**config.mk**
```make
export PLATFORM = sky130hd
export DESIGN_NAME = triangle_fetch
export DESIGN_NICKNAME = d
export VERILOG_FILES = /design/src/rtl/gpu_pkg.sv /design/src/rtl/axi_lite_read_port.sv /design/src/rtl/triangle_fetch.sv
export SDC_FILE = /design/constraint.sdc
export NUM_CORES = 1
export LEC_CHECK = 0
export CORE_UTILIZATION = 63
export DETAILED_ROUTE_END_ITERATION = 10
export DONT_BUFFER_PORTS = 1
export PLACE_DENSITY_LB_ADDON = 0.2
export SETUP_SLACK_MARGIN = 0.2
export SLEW_MARGIN = 40
export SYNTH_ARGS = -nofsm -noshare
export SYNTH_HDL_FRONTEND = slang
export SYNTH_SLANG_ARGS = --single-unit
```
**constraint.sdc**
```tcl
create_clock -name clk -period 2.65 [get_ports clk]
set_input_delay 0.265 -clock clk [delete_from_list [all_inputs] [get_ports clk]]
set_output_delay 0.265 -clock clk [all_outputs]
set_load 0.05 [all_outputs]
```
**src/rtl/gpu_pkg.sv**
```systemverilog
// Shared types and constants for the triangle fetch path.
// No logic here: enums, beat counts and the width of the beat counter.
// Imported by triangle_fetch and its AXI4-lite read port.
package gpu_pkg;

  // AXI read response codes; anything other than OKAY marks the fetch as failed
  typedef enum logic [1:0] {
    RESP_OKAY   = 2'b00,
    RESP_EXOKAY = 2'b01,
    RESP_SLVERR = 2'b10,
    RESP_DECERR = 2'b11
  } axi_resp_t;

  localparam int VERTEX_WORDS = 5;  // 9 packed 16-bit coordinates -> 5 words
  localparam int FETCH_BEATS  = 6;  // vertex words followed by the colour word
  localparam int BEAT_CNT_W   = 3;

  localparam logic [BEAT_CNT_W-1:0] COLOR_BEAT = BEAT_CNT_W'(VERTEX_WORDS);
  localparam logic [BEAT_CNT_W-1:0] LAST_BEAT  = BEAT_CNT_W'(FETCH_BEATS - 1);

  // Beat sequencer states owned by triangle_fetch
  typedef enum logic [1:0] {
    FS_IDLE,
    FS_ADDR,
    FS_DATA
  } fetch_state_t;

  // Handshake engine states owned by axi_lite_read_port
  typedef enum logic [1:0] {
    RP_IDLE,
    RP_ADDR,
    RP_DATA
  } port_state_t;

endpackage

```
**src/rtl/axi_lite_read_port.sv**
```systemverilog
// Single-beat AXI4-lite read engine: one request in, one response out, one outstanding.
// Latency: arvalid the cycle after i_req, data returned combinationally on the R handshake.
// Backpressure: holds arvalid/araddr until arready; rready held until rvalid.
module axi_lite_read_port
  import gpu_pkg::*;
#(
  parameter int MADDR_WIDTH = 32
) (
  input  logic                   clk,
  input  logic                   reset_n,
  // request side
  input  logic                   i_req,
  input  logic [MADDR_WIDTH-1:0] i_addr,
  output logic                   o_ar_hs,
  output logic                   o_done,
  output logic [31:0]            o_rdata,
  output axi_resp_t              o_rresp,
  // AXI4-lite read channels
  output logic [MADDR_WIDTH-1:0] o_araddr,
  output logic                   o_arvalid,
  input  logic                   i_arready,
  input  logic [31:0]            i_rdata,
  input  logic [1:0]             i_rresp,
  input  logic                   i_rvalid,
  output logic                   o_rready
);

  port_state_t            r_state;
  port_state_t            w_state_nxt;
  logic [MADDR_WIDTH-1:0] r_araddr;

  // State register
  always_ff @(posedge clk or negedge reset_n) begin
    if (!reset_n) r_state <= RP_IDLE;
    else          r_state <= w_state_nxt;
  end

  // Address latch: only written on a new request, so it stays put while waiting on arready
  always_ff @(posedge clk or negedge reset_n) begin
    if (!reset_n)   r_araddr <= '0;
    else if (i_req) r_araddr <= i_addr;
  end

  // Next state; a request arriving with the R handshake chains straight into the next AR
  always_comb begin
    w_state_nxt = r_state;
    case (r_state)
      RP_IDLE: if (i_req) w_state_nxt = RP_ADDR;
      RP_ADDR: if (i_arready) w_state_nxt = RP_DATA;
      RP_DATA: if (i_rvalid) w_state_nxt = i_req ? RP_ADDR : RP_IDLE;
      default: w_state_nxt = RP_IDLE;
    endcase
  end

  assign o_arvalid = (r_state == RP_ADDR);
  assign o_rready  = (r_state == RP_DATA);
  assign o_araddr  = r_araddr;
  assign o_ar_hs   = o_arvalid & i_arready;
  assign o_done    = o_rready & i_rvalid;
  assign o_rdata   = i_rdata;
  assign o_rresp   = axi_resp_t'(i_rresp);

endmodule

```
**src/rtl/triangle_fetch.sv**
```systemverilog
// Fetches one triangle (9 coordinates + colour) over AXI4-lite and publishes it atomically.
// Latency: 13 cycles start-to-eoc with a zero-wait slave; each stall cycle adds one.
// Backpressure: one read outstanding; waits indefinitely on arready/rvalid, start ignored when busy.
module triangle_fetch
  import gpu_pkg::*;
#(
  parameter int MADDR_WIDTH = 32,
  parameter int COORD_WIDTH = 16,
  parameter int COLOR_WIDTH = 16
) (
  input  logic                                  clk,
  input  logic                                  reset_n,
  input  logic                                  start,
  input  logic [MADDR_WIDTH-1:0]                addr_vertex,
  input  logic [MADDR_WIDTH-1:0]                addr_colors,
  output logic [2:0][2:0][COORD_WIDTH-1:0]      vertexes,
  output logic [COLOR_WIDTH-1:0]                colors,
  output logic                                  eoc,
  output logic                                  error,
  output logic [MADDR_WIDTH-1:0]                araddr_m,
  output logic [2:0]                            arprot_m,
  output logic                                  arvalid_m,
  input  logic                                  arready_m,
  input  logic [31:0]                           rdata_m,
  input  logic [1:0]                            rresp_m,
  input  logic                                  rvalid_m,
  output logic                                  rready_m
);

  localparam logic [MADDR_WIDTH-1:0] LOW_BITS = MADDR_WIDTH'(3);
  localparam int                     N_COORD  = 2 * VERTEX_WORDS - 1;

  fetch_state_t               r_state;
  fetch_state_t               w_state_nxt;
  logic [MADDR_WIDTH-1:0]     r_base_vtx;
  logic [MADDR_WIDTH-1:0]     r_base_col;
  logic [BEAT_CNT_W-1:0]      r_beat;
  logic [BEAT_CNT_W-1:0]      w_beat_nxt;
  logic [MADDR_WIDTH-1:0]     w_vtx_beat_addr;
  logic                       w_req;
  logic [MADDR_WIDTH-1:0]     w_req_addr;
  logic                       w_ar_hs;
  logic                       w_rd_done;
  logic [31:0]                w_rdata;
  axi_resp_t                  w_rresp;
  logic                       w_accept;
  logic                       w_capture;
  logic                       w_last;
  logic                       r_error;
  logic [COORD_WIDTH-1:0]     r_coord_sh [N_COORD];
  logic [2:0][2:0][COORD_WIDTH-1:0] r_vertexes;
  logic [COLOR_WIDTH-1:0]     r_colors;

  function automatic logic [MADDR_WIDTH-1:0] word_align(input logic [MADDR_WIDTH-1:0] a);
    return a & ~LOW_BITS;
  endfunction

  assign w_accept        = (r_state == FS_IDLE) && start;
  assign w_capture       = (r_state == FS_DATA) && w_rd_done;
  assign w_last          = (r_beat == LAST_BEAT);
  assign w_beat_nxt      = r_beat + 1'b1;
  // Modulo-2^MADDR_WIDTH add: a record straddling the top of memory wraps to 0
  assign w_vtx_beat_addr = r_base_vtx + {{(MADDR_WIDTH-BEAT_CNT_W-2){1'b0}}, w_beat_nxt, 2'b00};

  // Sequencer state register
  always_ff @(posedge clk or negedge reset_n) begin
    if (!reset_n) r_state <= FS_IDLE;
    else          r_state <= w_state_nxt;
  end

  // Next state and read request; the next beat is requested on the R handshake of the previous one
  always_comb begin
    w_state_nxt = r_state;
    w_req       = 1'b0;
    w_req_addr  = '0;
    case (r_state)
      FS_IDLE: begin
        if (start) begin
          w_state_nxt = FS_ADDR;
          w_req       = 1'b1;
          w_req_addr  = word_align(addr_vertex);
        end
      end
      FS_ADDR: begin
        if (w_ar_hs) w_state_nxt = FS_DATA;
      end
      FS_DATA: begin
        if (w_rd_done) begin
          if (w_last) begin
            w_state_nxt = FS_IDLE;
          end else begin
            w_state_nxt = FS_ADDR;
            w_req       = 1'b1;
            w_req_addr  = (w_beat_nxt == COLOR_BEAT) ? r_base_col : w_vtx_beat_addr;
          end
        end
      end
      default: w_state_nxt = FS_IDLE;
    endcase
  end

  // Fetch context: aligned bases, beat counter and the sticky error flag
  always_ff @(posedge clk or negedge reset_n) begin
    if (!reset_n) begin
      r_base_vtx <= '0;
      r_base_col <= '0;
      r_beat     <= '0;
      r_error    <= 1'b0;
    end else if (w_accept) begin
      r_base_vtx <= word_align(addr_vertex);
      r_base_col <= word_align(addr_colors);
      r_beat     <= '0;
      r_error    <= 1'b0;
    end else if (w_capture) begin
      r_beat <= w_beat_nxt;
      if (w_rresp != RESP_OKAY) r_error <= 1'b1;
    end
  end

  // Shadow coordinates: word k carries coordinates 2k (low half) and 2k+1 (high half)
  always_ff @(posedge clk or negedge reset_n) begin
    if (!reset_n) begin
      for (int i = 0; i < N_COORD; i++) r_coord_sh[i] <= '0;
    end else if (w_capture) begin
      for (int k = 0; k < VERTEX_WORDS - 1; k++) begin
        if (r_beat == BEAT_CNT_W'(k)) begin
          r_coord_sh[2*k]   <= w_rdata[COORD_WIDTH-1:0];
          r_coord_sh[2*k+1] <= w_rdata[2*COORD_WIDTH-1:COORD_WIDTH];
        end
      end
      // Last vertex word holds only coordinate 8; its upper half is padding
      if (r_beat == BEAT_CNT_W'(VERTEX_WORDS - 1))
        r_coord_sh[N_COORD-1] <= w_rdata[COORD_WIDTH-1:0];
    end
  end

  // Published triangle: updated only on the final beat, the same edge that raises eoc
  always_ff @(posedge clk or negedge reset_n) begin
    if (!reset_n) begin
      r_vertexes <= '0;
      r_colors   <= '0;
    end else if (w_capture && w_last) begin
      for (int v = 0; v < 3; v++)
        for (int c = 0; c < 3; c++)
          r_vertexes[v][c] <= r_coord_sh[3*v+c];
      r_colors <= w_rdata[COLOR_WIDTH-1:0];
    end
  end

  axi_lite_read_port #(
    .MADDR_WIDTH (MADDR_WIDTH)
  ) u_read_port (
    .clk       (clk),
    .reset_n   (reset_n),
    .i_req     (w_req),
    .i_addr    (w_req_addr),
    .o_ar_hs   (w_ar_hs),
    .o_done    (w_rd_done),
    .o_rdata   (w_rdata),
    .o_rresp   (w_rresp),
    .o_araddr  (araddr_m),
    .o_arvalid (arvalid_m),
    .i_arready (arready_m),
    .i_rdata   (rdata_m),
    .i_rresp   (rresp_m),
    .i_rvalid  (rvalid_m),
    .o_rready  (rready_m)
  );

  assign eoc      = (r_state == FS_IDLE);
  assign error    = r_error;
  assign vertexes = r_vertexes;
  assign colors   = r_colors;
  assign arprot_m = 3'b000;

endmodule

```
==> summary.md <==
| Metric | Value |
|---|---|
| Status | finished with violations |
| Failing checks | negative hold slack |
| Final net count | between 1000 and 1500 |
| Arrival @ worst endpoint | approximately 2.7 ns |
| Proportion of synthesized flip-flops having asynchronous set or reset | 100% |
| Sw Ratio | 19.1% |
| Max-Cap Viols | 0 |
| Leakage power of the design | 10.0 nW |
| Global-route layer with the greatest usage | met2 |
| Family of cells with the greatest summed delay on the critical path | adder cells |
| Dpl cell area | 16800 µm² |
| Relative slew slack | between 20% and 30% |
| Kind of capture point of the worst setup path | flip-flop |
| CTS clk-pin slew, worst paths | 0.06 ns |
| HP Class | in2async |
| Overall routing resource usage | a little over a quarter |
| NetSw | roughly 2.4 mW |
| IO Pins | 302 |
| Post-synthesis sequential area ratio | between 60 and 70% |
| Post-route clock period utilization | 88.2% |
| Number of warnings reported in the yosys synthesis log | 0 |
| Count of buffering cells on the critical path with inverters included | 2 |
| TritonCTS Buffers | 40 |
| Num Clock Sinks | between 400 and 500 |
| Area Overhead vs Synth | 18.9% |
| Required arrival time at the worst endpoint | 3.04 ns |
| Leading cell type in the layout, fill and taps excluded | sky130_fd_sc_hd__dfrtp_1 |
| Quantity of hold-fixing buffers added after cts | 95 |
| Worst clock skew | approximately 0.02 ns |
| Via count of the first global-routing pass | 9911 |
| TritonCTS clock tree | built |
| Number of DRC markers after the initial detailed-route iteration | 565 |
| Maximum vdd ir drop | 0.532 mV |
| CTS H-Tree Depth | 2 |
| Post-DRT Antenna Nets | 0 |
| M1 GR Usage | a little over a third |
| P per Cell Area | 645 nW/µm² |
| Flops & latches, synth | 402 |
| First-pass detailed-route iteration total | 5 |
| CP cell instances | ha_2 > ha_4 > inv_1 > ha_4 > and3_4 > o211ai_1 > buf_4 > nor4_2 > xnor2_1 > o211ai_1 |
| Sequential cell fraction of total power | between 40% and 50% |
| Depth of the worst register-to-register path | 10 |
| Antenna violations before repair | 0 |
| Root Driver | sky130_fd_sc_hd__clkbuf_16 |
| Timing-limited maximum frequency | 428 MHz |
| RSZ-0062 raised after global routing | false |
| Most frequent cells in the layout | 402 x sky130_fd_sc_hd__dfrtp_1, 198 x sky130_fd_sc_hd__mux2_2, 181 x sky130_fd_sc_hd__nand2_1 |
| Total non-filler cell area in the finished layout | 19400 µm² |
| Die span in x | 163 µm |
| Depth of the critical timing path with buffers and inverters included | 10 |
| Site row count | 58 |
| Final Power | 12.5 mW |
| Global-route wire length before repair | 55800 µm |
| Fraction of final layout cells sized beyond drive strength 1 | between 30% and 40% |
| Summed negative setup slack over all endpoints | 0 ns |
| Combined flip-flop and latch cell area | 10100 µm² |
| Clock group share of total power | about half |
| Time the worst path needs with I/O delays and setup | 2.34 ns |
| Post-detailed-route DRC marker count | 0 |
| Worst-case hold slack | -0.562 ns |
| Worst skew pair latency | 0.53 ns |
| Number of distinct library cells after synthesis | 47 |
| Drt via density | 5.90 |
| Overall overflow remaining after global route | 0 |
| Multi-input gate area | 6100 µm² |
| Die outline area | 26600 µm² |
| Slew @ Worst Pin | 1.06 ns |
| Routed via count | just under 10000 |
| GR Layer Usage met2 | 44.1% |
| Port Buffers | 0 |
| Post-synthesis cell count | 1159 |
| CP max stage delay | 0.40 ns |
| DP Worst Slack | 0.112 ns |
| Dominant register cell in the synthesized netlist | sky130_fd_sc_hd__dfrtp_1 |
| Startpoint kind of the worst setup timing path | flip-flop |
| Pin count of the biggest net entering global routing | 403 |
| Post-detailed-placement half-perimeter wirelength | 21200 µm |
| Height of the chip | 163 µm |
| Initial cell density of the core | 64.5% |
| Core box area | 25300 µm² |
| Average wire per cell in the routed design | 22.0 µm |
| Cell at the slowest stage of the critical path | sky130_fd_sc_hd__dfrtp_1 |
| Weighted congestion at the end of routability-driven global placement | 0.810 |
| Final Hold Fails | 402 |
| Comb power frac | under 10% |
| Met3 track demand over resource in global routing | 7.62% |
| Number of filler cells placed in the layout | 1472 |
| Fin worst setup slack | between 0.3 and 0.4 ns |
| Count of flip-flops with a built-in enable after synthesis | 0 |
| Largest fanout on the critical path | 6 |
| Mean instance size in the synthesized netlist | 14.1 µm² |
| Detailed-route wire length | 36000 µm |
| Internal | 10.1 mW |
| Number of setup violations in the final report | 0 |
| Longest Clk Path Bufs | 3 |
| # diodes | 0 |
| Critical Setup Path Class | reg2reg |
| Number of slew-limit violations in the final report | 0 |
| Mapped Area | 16300 µm² |
[cells in the mapped netlist, types with 2 or more instances]
master | count | share of area (%)
sky130_fd_sc_hd__dfrtp_1 | 402 | 62
sky130_fd_sc_hd__mux2_2 | 198 | 14
sky130_fd_sc_hd__nand2_1 | 186 | 4.3
sky130_fd_sc_hd__mux2_4 | 100 | 9.2
sky130_fd_sc_hd__o211ai_1 | 27 | 1.2
sky130_fd_sc_hd__a22oi_1 | 23 | 1.1
sky130_fd_sc_hd__xnor2_1 | 22 | 1.2
sky130_fd_sc_hd__buf_2 | 21 | 0.64
sky130_fd_sc_hd__nor2_1 | 20 | 0.46
sky130_fd_sc_hd__o21ai_0 | 18 | 0.55
sky130_fd_sc_hd__inv_1 | 17 | 0.39
sky130_fd_sc_hd__clkbuf_1 | 15 | 0.34
sky130_fd_sc_hd__buf_6 | 11 | 0.76
sky130_fd_sc_hd__ha_1 | 9 | 0.69
sky130_fd_sc_hd__nand3_1 | 9 | 0.28
sky130_fd_sc_hd__nor3_1 | 7 | 0.21
sky130_fd_sc_hd__mux2_1 | 6 | 0.41
sky130_fd_sc_hd__nor2b_1 | 6 | 0.23
sky130_fd_sc_hd__buf_1 | 5 | 0.11
sky130_fd_sc_hd__buf_4 | 5 | 0.23
sky130_fd_sc_hd__nor4_1 | 5 | 0.19
sky130_fd_sc_hd__a21oi_1 | 4 | 0.12
sky130_fd_sc_hd__and3_1 | 4 | 0.15
sky130_fd_sc_hd__and4_1 | 4 | 0.21
sky130_fd_sc_hd__a221o_1 | 3 | 0.18
sky130_fd_sc_hd__o2111ai_1 | 3 | 0.16
sky130_fd_sc_hd__xor2_1 | 3 | 0.16
sky130_fd_sc_hd__a21o_1 | 2 | 0.092
sky130_fd_sc_hd__a221oi_1 | 2 | 0.11
sky130_fd_sc_hd__mux2i_1 | 2 | 0.12
sky130_fd_sc_hd__nand2b_1 | 2 | 0.077
sky130_fd_sc_hd__nand3_2 | 2 | 0.12
sky130_fd_sc_hd__nor2_2 | 2 | 0.077
[flip-flops by register name, indices dropped and copies added (netlist names)]
name and cells:
u_read_port.r_state 2, r_base_vtx 30, r_base_col 30, r_state 2, r_coord_sh 144, vertexes 144, u_read_port.o_araddr 30, error 1
colors 16, r_beat 3
[layout make-up]
type	instances	area share, %
Sequential cell	402	51.8
Multi-Input combinational cell	687	31.4
Timing Repair Buffer	130	6.78
Clock buffer	55	6.07
Tap cell	330	2.12
Clock inverter	17	1.53
Inverter	17	0.328
[per-layer routing]
metal | vias up | routed length, µm
met2 | 347 | 17600
met5 | - | 0
met1 | 4994 | 14700
met4 | 0 | 779
li1 | 4258 | -
met3 | 65 | 2920
[logic make-up (layout without fill, tap and decap cells)]
group                      after synthesis  in the layout  share of synthesized area, %
DFF                                    402            402                          61.6
muxes                                  306            306                          23.4
and+or+nand+nor                        252            252                          6.53
AOI/OAI and AO/OA                       89             89                          3.85
buffers and inverters                   74            219                          2.48
xor gates and xnor gates                25             25                          1.34
adders and majority gates               10             10                         0.812
other                                    1              5                        0.0230
[stage by stage]
stage          std cells  util [%]
5_1_grt             1638      76.7
4_1_cts             1637      76.1
6_report            1638      76.7
3_3_place_gp        1469      66.3
2_1_floorplan       1163         -
3_5_place_dp        1469      66.3
[final timing paths]
check                                                             to                       start  slack (ns)
min in group clk                  u_read_port.r_state[0]$_DFFE_PN0P_                   arready_m        0.03
worst min-delay path                        vertexes[29]$_DFFE_PN0P_                     reset_n       -0.56
worst max-delay path            u_read_port.o_araddr[29]$_DFFE_PN0P_       r_beat[0]$_DFFE_PN0P_        0.31
worst max register to register  u_read_port.o_araddr[29]$_DFFE_PN0P_       r_beat[0]$_DFFE_PN0P_        0.31
worst min register to register            r_base_col[26]$_DFFE_PN0P_  r_base_col[26]$_DFFE_PN0P_        0.48
max in group asynchronous                  vertexes[134]$_DFFE_PN0P_                     reset_n        2.33
[power by group through the flow]
stage	clock network, mW	logic (mW)	registers (mW)
after floorplan	0	0.0261	6.25
after global placement	0	0.0204	6.25
after detailed placement	0	0.0204	6.25
after CTS	6.29	0.169	6.14
after global routing	6.55	0.183	6.13
final	6.22	0.174	6.14
[repair_timing]
action                                 in CTS  in global routing
resized for setup                           6                 26
setup endpoints to repair                  17                 27
buffers inserted                            1                  1
endpoints found under the hold margin     654                402
pin swaps                                   1                  2
Power figures use the tool's default switching activity.
